$ cat config.mk
export PLATFORM = sky130hd
export DESIGN_NAME = mem_arbiter
export DESIGN_NICKNAME = d
export VERILOG_FILES = /design/src/rtl/mem_arbiter.sv
export SDC_FILE = /design/constraint.sdc
export NUM_CORES = 1
export LEC_CHECK = 0
export ABC_AREA = 1
export CAP_MARGIN = 0
export CORE_ASPECT_RATIO = 1.5
export CORE_MARGIN = 5
export CORE_UTILIZATION = 45
export CTS_CLUSTER_DIAMETER = 120
export DETAILED_ROUTE_END_ITERATION = 8
export GPL_TIMING_DRIVEN = 0
export PLACE_DENSITY_LB_ADDON = 0.12
export SLEW_MARGIN = 20
export SYNTH_ARGS = -nofsm -noshare
export SYNTH_HDL_FRONTEND = slang
export SYNTH_SLANG_ARGS = --single-unit
$ cat constraint.sdc
create_clock -name clk_in -period 12.77 [get_ports clk_in]
set_input_delay 1.277 -clock clk_in [delete_from_list [all_inputs] [get_ports clk_in]]
set_output_delay 1.277 -clock clk_in [all_outputs]
set_load 0.01 [all_outputs]
$ cat src/rtl/mem_arbiter.sv
// mem_arbiter: grants the byte-serial memory port to either the instruction
// fetch unit or the load/store buffer. The LSB is preferred, but after
// STARVE_LIMIT back-to-back LSB grants with a fetch waiting, the fetch is
// forced through. Every output comes straight from a register.

`ifndef LSB_TYPE_WIDTH
`define LSB_TYPE_WIDTH 4
`endif

module mem_arbiter #(
    parameter int STARVE_LIMIT = 4
) (
    input  logic                       clk_in,
    input  logic                       rst_in,
    input  logic                       rdy_in,
    input  logic                       flush,
    input  logic                       if_req,
    input  logic [31:0]                if_addr,
    output logic                       if_ack,
    output logic [31:0]                if_data,
    input  logic                       lsb_req,
    input  logic [31:0]                lsb_addr,
    input  logic [`LSB_TYPE_WIDTH-1:0] lsb_type,
    input  logic [31:0]                lsb_wdata,
    output logic                       lsb_ack,
    output logic [31:0]                lsb_rdata,
    output logic                       mem_en,
    output logic [31:0]                mem_addr,
    output logic [`LSB_TYPE_WIDTH-1:0] mem_type,
    output logic [31:0]                mem_wdata,
    input  logic                       mem_rdy,
    input  logic [31:0]                mem_rdata
);

    localparam logic [2:0]                 LIMIT   = 3'(STARVE_LIMIT);
    localparam logic [`LSB_TYPE_WIDTH-1:0] IF_TYPE = `LSB_TYPE_WIDTH'(4'b0010);

    typedef enum logic [1:0] {
        S_IDLE     = 2'd0,
        S_BUSY_IF  = 2'd1,
        S_BUSY_LSB = 2'd2,
        S_RELEASE  = 2'd3
    } state_t;

    state_t                     r_state;
    state_t                     w_state_next;
    logic [2:0]                 r_streak;
    logic [2:0]                 w_streak_next;

    logic                       r_mem_en,    w_mem_en_next;
    logic [31:0]                r_mem_addr,  w_mem_addr_next;
    logic [`LSB_TYPE_WIDTH-1:0] r_mem_type,  w_mem_type_next;
    logic [31:0]                r_mem_wdata, w_mem_wdata_next;
    logic                       r_if_ack,    w_if_ack_next;
    logic [31:0]                r_if_data,   w_if_data_next;
    logic                       r_lsb_ack,   w_lsb_ack_next;
    logic [31:0]                r_lsb_rdata, w_lsb_rdata_next;

    logic                       w_starved;
    logic                       w_lsb_grant;
    logic                       w_if_grant;

    // Fetch has waited through too many LSB grants: it must win this IDLE cycle.
    assign w_starved   = if_req && (r_streak >= LIMIT);
    assign w_lsb_grant = (r_state == S_IDLE) && lsb_req && !w_starved;
    assign w_if_grant  = (r_state == S_IDLE) && !w_lsb_grant && if_req;

    // State register: FSM state and starvation streak.
    always_ff @(posedge clk_in or posedge rst_in) begin
        if (rst_in) begin
            r_state  <= S_IDLE;
            r_streak <= 3'd0;
        end else begin
            r_state  <= w_state_next;
            r_streak <= w_streak_next;
        end
    end

    // Next-state logic; a flush always returns to IDLE with a fresh streak.
    always_comb begin
        w_state_next  = r_state;
        w_streak_next = r_streak;
        if (rdy_in) begin
            if (flush) begin
                w_state_next  = S_IDLE;
                w_streak_next = 3'd0;
            end else begin
                case (r_state)
                    S_IDLE: begin
                        if (w_lsb_grant) begin
                            w_state_next  = S_BUSY_LSB;
                            w_streak_next = !if_req ? 3'd0 :
                                            (r_streak == 3'd7) ? 3'd7 : r_streak + 3'd1;
                        end else if (w_if_grant) begin
                            w_state_next  = S_BUSY_IF;
                            w_streak_next = 3'd0;
                        end else begin
                            w_streak_next = 3'd0;
                        end
                    end
                    S_BUSY_IF, S_BUSY_LSB: begin
                        if (mem_rdy) w_state_next = S_RELEASE;
                    end
                    S_RELEASE: w_state_next = S_IDLE;
                    default:   w_state_next = S_IDLE;
                endcase
            end
        end
    end

    // Output logic: next values for the registered memory request and responses.
    always_comb begin
        w_mem_en_next    = r_mem_en;
        w_mem_addr_next  = r_mem_addr;
        w_mem_type_next  = r_mem_type;
        w_mem_wdata_next = r_mem_wdata;
        w_if_ack_next    = r_if_ack;
        w_if_data_next   = r_if_data;
        w_lsb_ack_next   = r_lsb_ack;
        w_lsb_rdata_next = r_lsb_rdata;
        if (rdy_in) begin
            if (flush) begin
                w_mem_en_next  = 1'b0;
                w_if_ack_next  = 1'b0;
                w_lsb_ack_next = 1'b0;
            end else begin
                case (r_state)
                    S_IDLE: begin
                        if (w_lsb_grant) begin
                            w_mem_en_next    = 1'b1;
                            w_mem_addr_next  = lsb_addr;
                            w_mem_type_next  = lsb_type;
                            w_mem_wdata_next = lsb_wdata;
                        end else if (w_if_grant) begin
                            w_mem_en_next    = 1'b1;
                            w_mem_addr_next  = if_addr;
                            w_mem_type_next  = IF_TYPE;
                            w_mem_wdata_next = 32'd0;
                        end
                    end
                    S_BUSY_IF: begin
                        if (mem_rdy) begin
                            w_mem_en_next  = 1'b0;
                            w_if_ack_next  = 1'b1;
                            w_if_data_next = mem_rdata;
                        end
                    end
                    S_BUSY_LSB: begin
                        if (mem_rdy) begin
                            w_mem_en_next    = 1'b0;
                            w_lsb_ack_next   = 1'b1;
                            w_lsb_rdata_next = mem_rdata;
                        end
                    end
                    S_RELEASE: begin
                        w_if_ack_next  = 1'b0;
                        w_lsb_ack_next = 1'b0;
                    end
                    default: begin
                        w_mem_en_next  = 1'b0;
                        w_if_ack_next  = 1'b0;
                        w_lsb_ack_next = 1'b0;
                    end
                endcase
            end
        end
    end

    // Output registers; reset clears them immediately, independent of the clock.
    always_ff @(posedge clk_in or posedge rst_in) begin
        if (rst_in) begin
            r_mem_en    <= 1'b0;
            r_mem_addr  <= 32'd0;
            r_mem_type  <= '0;
            r_mem_wdata <= 32'd0;
            r_if_ack    <= 1'b0;
            r_if_data   <= 32'd0;
            r_lsb_ack   <= 1'b0;
            r_lsb_rdata <= 32'd0;
        end else begin
            r_mem_en    <= w_mem_en_next;
            r_mem_addr  <= w_mem_addr_next;
            r_mem_type  <= w_mem_type_next;
            r_mem_wdata <= w_mem_wdata_next;
            r_if_ack    <= w_if_ack_next;
            r_if_data   <= w_if_data_next;
            r_lsb_ack   <= w_lsb_ack_next;
            r_lsb_rdata <= w_lsb_rdata_next;
        end
    end

    assign mem_en    = r_mem_en;
    assign mem_addr  = r_mem_addr;
    assign mem_type  = r_mem_type;
    assign mem_wdata = r_mem_wdata;
    assign if_ack    = r_if_ack;
    assign if_data   = r_if_data;
    assign lsb_ack   = r_lsb_ack;
    assign lsb_rdata = r_lsb_rdata;

endmodule

# Yosys cells after proc, flatten, opt, wreduce, memory -nomap -nowiden
# Cells that the tools add are included.
[totals]
regBits = 140
input_bits = 139
output_inout_bits = 135
elab_cells = 69
[classes]
addsub = 1
magnitude_cmp = 1
eq_ne = 8
muxes = 26
bitwise = 1
reduce_logical = 22
[op_table]
columns = ["op", "count"]
rows = [
  ["32-bit two-way mux", 4],
  ["4-bit AND reduction", 4],
  ["3-bit two-way mux", 5],
  ["3-bit AND reduction", 3],
  ["3-bit nonzero test", 3],
  ["2-bit two-way mux", 4],
  ["4-bit two-way mux", 2],
  ["1-bit two-way mux", 7],
  ["3-bit != test, second input constant", 2],
  ["1-bit one-hot mux with 2 select lines", 3],
  ["2-bit one-hot mux with 3 select lines", 1],
  ["1-bit logical AND", 5],
  ["2-bit equality test, second input constant", 2],
  ["4-bit != test, second input constant", 1],
  ["2-bit nonzero test", 2],
  ["3-bit by 1-bit adder with 3-bit output, second input constant", 1],
  ["3-bit equality test, second input constant", 1],
  ["3-bit greater-or-equal comparator, second input constant", 1],
  ["3-bit by 1-bit != test with 1-bit output, second input constant", 1],
  ["2-bit by 1-bit equality test with 1-bit output, second input constant", 1],
  ["1-bit logical NOT", 2],
  ["2-bit logical NOT", 1],
  ["2-bit AND reduction", 1],
  ["2-bit OR reduction", 1],
  ["1-bit NOT", 1],
]

# Depth between registers and ports, before layout
# Gate-level depths: netlist of run 1.
[logic_depth]
depth_word = 11
mapped_depth = 10
ltp_nobuf = 8

# Worst setup path before layout of run 1
# No wires, ideal clock.
[synth_timing]
path_type = "input port to flip-flop"
from = "input port flush"
to = "register r_mem_wdata[10], in the netlist mem_wdata[10]"
setup_time_ns = 0.130
t_arrival_ns = 2.099
t_required_ns = 12.640
setup_slack_ns = 10.541
path_stages = 7
path_buffers = 3
cell_sequence = "buf_4 > nor2_8 > o211ai_4 > buf_6 > buf_2 > nand2_1 > o21ai_1"
[synth_between]
elab_chain_len = 2
[synth_rtl]
columns = ["item", "line", "source"]
rows = [
  ["start, declared", "16", "input logic flush,"],
  ["1-bit NOT (no line)", "--", ""],
  ["4-bit AND reduction (no line)", "--", ""],
  ["end signal, assigned", "184", "r_mem_wdata <= w_mem_wdata_next;"],
  ["end, declared", "53", "logic [31:0] r_mem_wdata, w_mem_wdata_next;"],
]
# No other way between the ends.
# A chain may end at the register's enable or synchronous reset.

# Final worst setup path of run 1
[layout_timing]
from = "register r_mem_wdata[6], in the netlist mem_wdata[6]"
to = "output port mem_wdata[6]"
[layout_lines]
columns = ["item", "line", "source"]
rows = [
  ["end, declared", "30", "output logic [31:0] mem_wdata,"],
]
# No word-level cell between the ends.

==> impl_metrics.tcl, run 1 <==
set metrics [dict create \
    nNetsFinal 1141 \
    core_area_um2 13020 \
    clk_latency_ns 0.42 \
    holdCritPathClass "flip-flop to flip-flop" \
    worst_path_dominant_cell_family "buffers and inverters" \
    setup_viol 0 \
    leakage_uw 0.004557 \
    final-hold-violation-count 0 \
    antenna_left 0 \
    layout_common_cells "nand2_1, clkdlybuf4s50_1, dfrtp_1" \
    dp_hpwl_mm 14.15 \
    cp.arrival_ns 1.37 \
    die_area_um2 15690 \
    synthMuxAreaShare 0 \
    min_to "mem_addr[27]" \
    clock-sinks 140 \
    hold_depth 2 \
    rr_worst_depth 9 \
    drive_gt1_frac 0.06442 \
    irDropWorstVdd_v 0.0001203 \
    final.period_utilization 0.2075 \
    synth_fp_nets 849 \
    syn-cell-area_um2 5958 \
    fin_setup_tns_ns 0 \
    fin_crit_ns 2.650 \
    grt_pass1_wl_mm 29.38 \
    io_buffer_count 272 \
    cp_cell_sequence "clkdlybuf4s50_1" \
    cts_resized 0 \
    yosys.cell_types.count 23 \
    endpoint_kind "output pin" \
    overflow 0 \
    yosys_warnings 0 \
    vias 5596 \
    grt_max_degree 104 \
    r2r-start "r_state[0]" \
    status "finished clean" \
    hold_buffers 0 \
    syn_inst 704 \
    crit_required_ns 11.49 \
    report.final.slew_viol_count 0 \
    cts_tree "built" \
    holdWs_ns 0.4759 \
    fill_cells 1030 \
    drv_cap 0 \
    design_area_um2 9528 \
    rrSetupSlack_ns 11.00 \
    routabilityCongestion 0.8079 \
    synth_compound_area_frac 0.09849 \
    htreeDepth 4 \
    worstMarginPinSlew_ns 0.5336 \
    postCtsSetupBuffers 0 \
    path_buf_inv 1 \
    via_per_inst 4.791 \
    start_kind "flip-flop" \
    grt_pass1_vias 5689 \
    setup.worst_path.class "flip-flop to output pin" \
    ys_seq_area_frac 0.5880 \
    ys_ff_latch 140 \
    cp_slowest_cell "clkdlybuf4s50_1" \
    area_delta_synth_final_pct 59.91 \
    die_w_um 104.0 \
    fin_skew_ns 0.01117 \
    fmax_mhz 377.3 \
    start_util 0.4577 \
    num_rows 51 \
    synth_top_family_by_area "simple AND/OR/NAND/NOR gates" \
    timing.rr.end "mem_wdata[7]" \
    firstDrtPassIters 5 \
    chipHeight_um 150.9 \
    cts-root-buf "clkbuf_16" \
    layout_commonest_cell "nand2_1" \
    rsz0062_at_grt "no" \
    cts_buffer_depth 2 \
    cts_made_buffers 17 \
    ios 274 \
    synth_xor_area_frac 0 \
    post-route-drc-count 0 \
    max_stage_delay_ns 0.60 \
    synth_fa_ha_area_frac 0.01260 \
    slew_headroom 0.6443 \
    syn_avg_cell_area_um2 8.463 \
    powerDensity_nw_per_um2 230.9 \
    grt_use_total 0.2354 \
    cp_max_fo 2 \
    antenna_found_initial 0 \
    routed_wirelength_mm 18.46 \
    synth-simple-area-share 0.2415 \
    drt_iter0_drc 262 \
    diodes 0 \
    hold_start "mem_addr[27]" \
    placed_cell_area_um2 8915 \
    clkTransAtPathRegs_ns 0.06 \
    wl_per_cell_um 15.81 \
    power.total_uw 2200 \
]
[cell usage after synthesis]
master	count	area, um^2
o21ai_0	73	365.4
nand3_2	1	10.01
nand4_1	2	12.51
buf_2	19	95.09
buf_4	2	15.01
dfrtp_1	140	3503
o211ai_1	1	7.510
a21boi_0	1	7.510
nand3_1	2	10.01
ha_1	6	75.07
inv_2	2	7.510
nor2_4	1	11.26
nor2_8	1	20.02
inv_1	40	150.1
a21oi_1	3	15.01
o211ai_4	1	21.27
nand3_4	2	35.03
clkbuf_1	14	52.55
nor3b_1	1	7.510
o21ai_1	34	170.2
nand2_1	347	1303
nor2_1	8	30.03
buf_6	3	33.78
[final cells by class]
| cell class | count | area (um^2) | area share |
|---|---|---|---|
| repair buffers | 273 | 2750 | 0.2886 |
| plain buffers | 38 | 196.4 | 0.02062 |
| flip-flops and latches | 140 | 3503 | 0.3677 |
| clock buffers | 18 | 429.2 | 0.04504 |
| clock inverters | 14 | 183.9 | 0.01930 |
| inverters | 42 | 165.2 | 0.01733 |
| multi-input cells | 484 | 2101 | 0.2205 |
| well taps | 159 | 198.9 | 0.02088 |
[how the worst max path moves through the flow]
stage                       startpoint            end  slack (ns)  cells after the start
after global placement          rst_in   mem_wdata[7]        5.69                      2
after detailed placement        rdy_in  lsb_rdata[17]        9.85                      7
final                     mem_wdata[6]   mem_wdata[6]       10.12                      1
after global routing      mem_wdata[0]   mem_wdata[0]       10.09                      1
after CTS                 mem_wdata[6]   mem_wdata[6]       10.11                      1
after floorplan                 rst_in         if_ack        7.74                      1
[per-layer routing]
metal / vias up / part of all wire / global-route usage
li1: 2774 / - / -
met1: 2580 / 0.38 / 0.2625
met2: 203 / 0.51 / 0.4074
met3: 39 / 0.076 / 0.07719
met4: 0 / 0.039 / 0.1108
met5: - / 0 / 0
[report_power, final]
group          total (uW)  switching [uW]  leakage (uW)  internal [uW]
clock network         509             197      0.000292            312
registers             754             109       0.00181            645
logic                 937             437       0.00246            500
total                2200             743       0.00456           1460
[state kept, by name, summed over array words and instances, names as in the netlist]
name and cells:
if_data 32, lsb_rdata 32, mem_addr 32, mem_wdata 32
mem_type 4, r_streak 3, r_state 2, if_ack 1
lsb_ack 1, mem_en 1
[through the flow]
stage,util,std cells,setup WS (ns)
global placement,0.6821,1135,5.695
global route,0.7319,1168,10.09
detailed placement,0.6848,1136,9.853
floorplan,-,704,7.740
CTS,0.7319,1168,10.11
finish,0.7319,1168,10.12
[tightest hold or removal path: stages, from the launching register on]
cell	delay [ns]
dfrtp_1	0.34
nand2_1	0.05
nand2_1	0.05
[logic make-up after synthesis]
group,after synthesis
buffers and inverters,80
AND/OR/NAND/NOR,365
AO/OA/AOI/OAI,113
flip-flops,140
adder cells (fa/ha/maj),6
Note: power is estimated with default switching activity, not from simulation.
==> inputs of run 2 (changes only) <==
--- a/config.mk
+++ b/config.mk
@@ -9,7 +9,7 @@
 export CAP_MARGIN = 0
 export CORE_ASPECT_RATIO = 1.5
 export CORE_MARGIN = 5
-export CORE_UTILIZATION = 45
+export CORE_UTILIZATION = 42
 export CTS_CLUSTER_DIAMETER = 120
 export DETAILED_ROUTE_END_ITERATION = 8
 export GPL_TIMING_DRIVEN = 0
==> constraint.sdc (replaced) <==
create_clock -name clk_in -period 2.58 [get_ports clk_in]
set_input_delay 0.258 -clock clk_in [delete_from_list [all_inputs] [get_ports clk_in]]
set_output_delay 0.258 -clock clk_in [all_outputs]
set_load 0.01 [all_outputs]
==> run 2 against run 1 <==
Clock power rose to 4.7 times the previous value. Clock skew up 0.0032 ns. Via count down 0.46%. Register-to-register slack worse by 10 ns. Global-route usage down 1.5 points. Sequential cell count unchanged. First-iteration DRC count down 4.6%. Sequential share of layout area down 0.23 points. Die area up 6.6%. Total power rose to 4.9 times the previous value.
==> impl_metrics.tcl, run 2 (synthesis gave the netlist of run 1 again) <==
set metrics [dict create \
    status "finished clean" \
    rsz0062_at_grt "no" \
    die_area_um2 16720 \
    io_buffer_count 272 \
    max_stage_delay_ns 0.42 \
    setup.worst_path.class "flip-flop to flip-flop" \
    drive_gt1_frac 0.06818 \
    layout_common_cells "nand2_1, clkdlybuf4s50_1, dfrtp_1" \
    wl_per_cell_um 15.26 \
    setup_viol 0 \
    crit_top_cell "nand2_1" \
    dp_hpwl_mm 14.19 \
    r2r-start "r_state[0]" \
    layout_commonest_cell "nand2_1" \
    cp_cell_sequence "inv_1, ha_1, buf_4, nand2_1, nor2_4, buf_2, nand2_1, o21ai_0" \
    cts_made_buffers 17 \
    final-hold-violation-count 0 \
    antenna_left 0 \
    post-route-drc-count 0 \
    cts_buffer_depth 2 \
    placed_cell_area_um2 9005 \
    multi_input_area_um2 2101 \
    fmax_mhz 553.4 \
    drv_cap 0 \
    nNetsFinal 1144 \
    postCtsSetupBuffers 0 \
    clk_latency_ns 0.41 \
    cp.arrival_ns 2.12 \
    fin_crit_ns 1.807 \
    overflow 0 \
    leakage_uw 0.004570 \
    cp_max_fo 10 \
    chipHeight_um 155.9 \
    clock-sinks 140 \
    ios 274 \
    final_cells 1204 \
    worstMarginPinSlew_ns 0.4898 \
    slew_headroom 0.6735 \
    htreeDepth 4 \
    cp_slowest_cell "dfrtp_1" \
    grt_use_total 0.2201 \
    clkTransAtPathRegs_ns 0.07 \
    gr-max-usage-layer "met2" \
    antenna_found_initial 0 \
    power.total_uw 10730 \
    core_area_um2 13990 \
    crit_start "r_state[0]" \
    final.period_utilization 0.7003 \
    hold_buffers 0 \
    grt_pass1_vias 5561 \
    cts_resized 0 \
    holdCritPathClass "input port to asynchronous set/reset pin" \
    cts-root-buf "clkbuf_16" \
    fill_cells 1133 \
    start_util 0.4258 \
    design_area_um2 9588 \
    use_met3 0.08861 \
    via_per_inst 4.626 \
    fin_skew_ns 0.01440 \
    firstDrtPassIters 4 \
    routabilityCongestion 0.7720 \
    grt_pass1_wl_mm 28.77 \
    diodes 0 \
    irDropWorstVdd_v 0.0006055 \
    fin_util 0.6852 \
    area_delta_synth_final_pct 60.92 \
    grt.met2_usage 0.3787 \
    vias 5570 \
    drt_iter0_drc 250 \
    die_w_um 107.3 \
    dp.cells 1172 \
    seq_area_um2 3503 \
    routed_wirelength_mm 18.37 \
    crit_required_ns 2.89 \
    num_rows 53 \
    grt_max_degree 34 \
    holdWs_ns 0.1728 \
    report.final.slew_viol_count 0 \
    cts_tree "built" \
    powerDensity_nw_per_um2 1119 \
    start_kind "flip-flop" \
    grt_use_met1 0.2512 \
    endpoint_kind "flip-flop" \
]
[run 2: changes by cell type in the layout (fill, tap and decap cells not counted), sizes merged]
cell,delta
buf,+3
bufinv,-2
clkbuf,+1
clkinv,+4
clkinvlp,-1
inv,-2
[run 2: cell type report]
class | count | share of cell area
buffer | 38 | 0.02049
clock buffer | 19 | 0.04724
clock inverter | 13 | 0.01357
inverter | 42 | 0.01683
multi-input combinational | 484 | 0.2191
sequential | 140 | 0.3654
tap | 192 | 0.02506
timing repair buffer | 276 | 0.2923
[run 2: worst paths after layout]
path	end	slack, ns	depth (start not counted)
min reg2reg	mem_en	0.48	2
max reg2reg	mem_type[3]	0.77	8
max	mem_type[3]	0.77	8
max in group asynchronous	r_state[0]	1.68	4
min in group clk_in	if_ack	0.24	4
min	if_data[21]	0.17	2
[run 2: where the power goes]
group	internal (uW)	switching (uW)	total (uW)
sequential	3190	547	3740
combinational	2480	2140	4620
clock	1400	974	2370
total	7070	3660	10700
[run 2: routing by layer]
metal	wire [um]	up-vias
met4	276	0
met2	9280	202
met3	1622	18
li1	-	2787
met1	7190	2563
met5	0	-
[run 2: critical path: cells and delay by family, from the launching register on]
kind | cells | cell delay (ns)
adders and majority gates | 1 | 0.16
DFF | 1 | 0.42
and+or+nand+nor | 3 | 0.39
buffers and inverters | 3 | 0.56
AOI/OAI and AO/OA | 1 | 0.18
[run 2: stage by stage]
step	TNS [ns]	worst slack [ns]
5_1_grt	0	0.5764
4_1_cts	0	0.7345
2_1_floorplan	0	0.5729
3_3_place_gp	-102.33	-0.7403
3_5_place_dp	0	0.6713
6_report	0	0.7731
==> inputs of run 3 (changes only) <==
--- a/config.mk
+++ b/config.mk
@@ -9,7 +9,7 @@
 export CAP_MARGIN = 0
 export CORE_ASPECT_RATIO = 1.5
 export CORE_MARGIN = 5
-export CORE_UTILIZATION = 42
+export CORE_UTILIZATION = 38
 export CTS_CLUSTER_DIAMETER = 120
 export DETAILED_ROUTE_END_ITERATION = 8
 export GPL_TIMING_DRIVEN = 0
==> constraint.sdc (replaced) <==
create_clock -name clk_in -period 1.5 [get_ports clk_in]
set_input_delay 0.15 -clock clk_in [delete_from_list [all_inputs] [get_ports clk_in]]
set_output_delay 0.15 -clock clk_in [all_outputs]
set_load 0.01 [all_outputs]
==> run 3 against run 2 <==
Total power grew 79%. The run now ends with setup timing left. Via count grew 3.6%. Wire length grew 10%. Clock-buffer cell count shrank 1. Non-clock buffer count grew 31. Global-route usage shrank 1.0 points. Largest cell class is now buffers. Critical endpoint is now r_streak[1]. Clock power grew 68%.
==> impl_metrics.tcl, run 3 (synthesis gave the netlist of run 1 again) <==
set metrics [dict create \
    final.period_utilization 1.063 \
    dp.cells 1184 \
    layout_common_cells "nand2_1, clkdlybuf4s50_1, dfrtp_1" \
    setup_viol 22 \
    p_seq_frac 0.334 \
    die_area_um2 18340 \
    num_rows 56 \
    drive_gt1_frac 0.1398 \
    powerDensity_nw_per_um2 1844 \
    status "complete, but fails checks" \
    irDropWorstVdd_v 0.0009785 \
    fill_cells 1266 \
    grt_pass1_wl_mm 30.59 \
    core_area_um2 15550 \
    diodes 0 \
    final_cells 1247 \
    wl_per_cell_um 16.25 \
    start_kind "flip-flop" \
    drv_cap 0 \
    fin_skew_ns 0.01399 \
    htreeDepth 4 \
    worstMarginPinSlew_ns 0.4477 \
    rsz0062_at_grt "yes" \
    clk_latency_ns 0.42 \
    area_delta_synth_final_pct 74.80 \
    routed_wirelength_mm 20.26 \
    antenna_found_initial 0 \
    holdWs_ns 0.1186 \
    fmax_mhz 627.4 \
    design_area_um2 10420 \
    drt_iter0_drc 272 \
    fin_ws_ns -0.09385 \
    post-route-drc-count 0 \
    multi_input_area_um2 2291 \
    setup.worst_path.class "flip-flop to flip-flop" \
    final-hold-violation-count 0 \
    crit_required_ns 1.84 \
    clkTransAtPathRegs_ns 0.07 \
    cts_buffer_depth 2 \
    nNetsFinal 1177 \
    leakage_uw 0.005639 \
    p_clk_frac 0.207 \
    via_per_inst 4.630 \
    die_w_um 112.2 \
    clock-sinks 140 \
    pwr-share-comb 0.459 \
    antenna_left 0 \
    endpoint_kind "flip-flop" \
    gr-max-usage-layer "met2" \
    grt.met2_usage 0.3744 \
    start_util 0.3830 \
    grt_pass1_vias 5761 \
    chipHeight_um 163.4 \
    seq_area_um2 3503 \
    overflow 0 \
    grt_use_total 0.2098 \
    report.final.slew_viol_count 0 \
    dp_hpwl_mm 14.40 \
    holdCritPathClass "input port to asynchronous set/reset pin" \
    p_int_uw 12540 \
    fin_crit_ns 1.594 \
    cp_max_fo 5 \
    power.net_switching_uw 6665 \
    cts_tree "built" \
    use_met3 0.06153 \
    firstDrtPassIters 4 \
    netSwitchingFraction 0.3471 \
    layout_commonest_cell "nand2_1" \
    violations "setup timing" \
    slew_headroom 0.7009 \
    placed_cell_area_um2 9054 \
    vias 5773 \
    cts-root-buf "clkbuf_16" \
    routabilityCongestion 0.8074 \
    grt_max_degree 31 \
    grt_use_met1 0.2464 \
    cts_made_buffers 17 \
    io_buffer_count 272 \
    ios 274 \
    cp.arrival_ns 1.93 \
]
run 3: cell type report:
type,count,area share
Tap cell,203,0.02439
Inverter,42,0.01550
Buffer,37,0.03328
Multi-Input combinational cell,486,0.2200
Clock inverter,13,0.01141
Timing Repair Buffer,308,0.3179
Clock buffer,18,0.04121
Sequential cell,140,0.3364
run 3: path summary, 6_finish.rpt:
check | startpoint | end | slack (ns) | depth (start not counted)
min | rst_in | mem_addr[19] | 0.12 | 2
max | r_state[1] | r_streak[1] | -0.09 | 8
min in group clk_in | flush | r_state[1] | 0.15 | 4
min reg2reg | mem_addr[25] | mem_addr[25] | 0.48 | 2
max reg2reg | r_state[1] | r_streak[1] | -0.09 | 8
max in group asynchronous | rst_in | mem_wdata[1] | 0.68 | 4
run 3: critical path: stages (launching register included):
cell	delay, ns
dfrtp_1	0.39
inv_2	0.09
ha_4	0.18
nand2_4	0.06
nor2_4	0.21
buf_6	0.17
buf_12	0.11
nand4_1	0.14
o21ai_1	0.17
run 3: power by group through the flow:
stage	registers (uW)	clock network, uW	logic, uW
final	6410	3980	8820
after global routing	6640	4210	9590
after CTS	6430	4020	8510
after detailed placement	6460	0	8060
after global placement	6420	0	7960
after floorplan	7220	0	2480
run 3: metrics by stage:
| stage | util | TNS, ns | setup slack, ns | total power, uW |
|---|---|---|---|---|
| after detailed placement | 0.5820 | -34.44 | -0.3164 | 14510 |
| after global placement | 0.5746 | -277.33 | -1.762 | 14370 |
| after global routing | 0.6696 | -6.692 | -0.1783 | 20440 |
| after floorplan | - | -55.87 | -0.3991 | 9707 |
| final | 0.6696 | -1.051 | -0.09385 | 19200 |
| after CTS | 0.6311 | -2.729 | -0.1444 | 18960 |
run 3: what timing repair did:
action,CTS,global route
pin swaps,8,18
endpoints found under the setup margin,144,186
buffers inserted,13,15
hold buffers,0,0
resized for setup,49,153
gates cloned,1,7
run 3: metal layers:
layer  vias up  routed length, um
met3        25               1483
met4         0                297
met2       203              10710
met5         -                  0
li1       2862                  -
met1      2683               7775
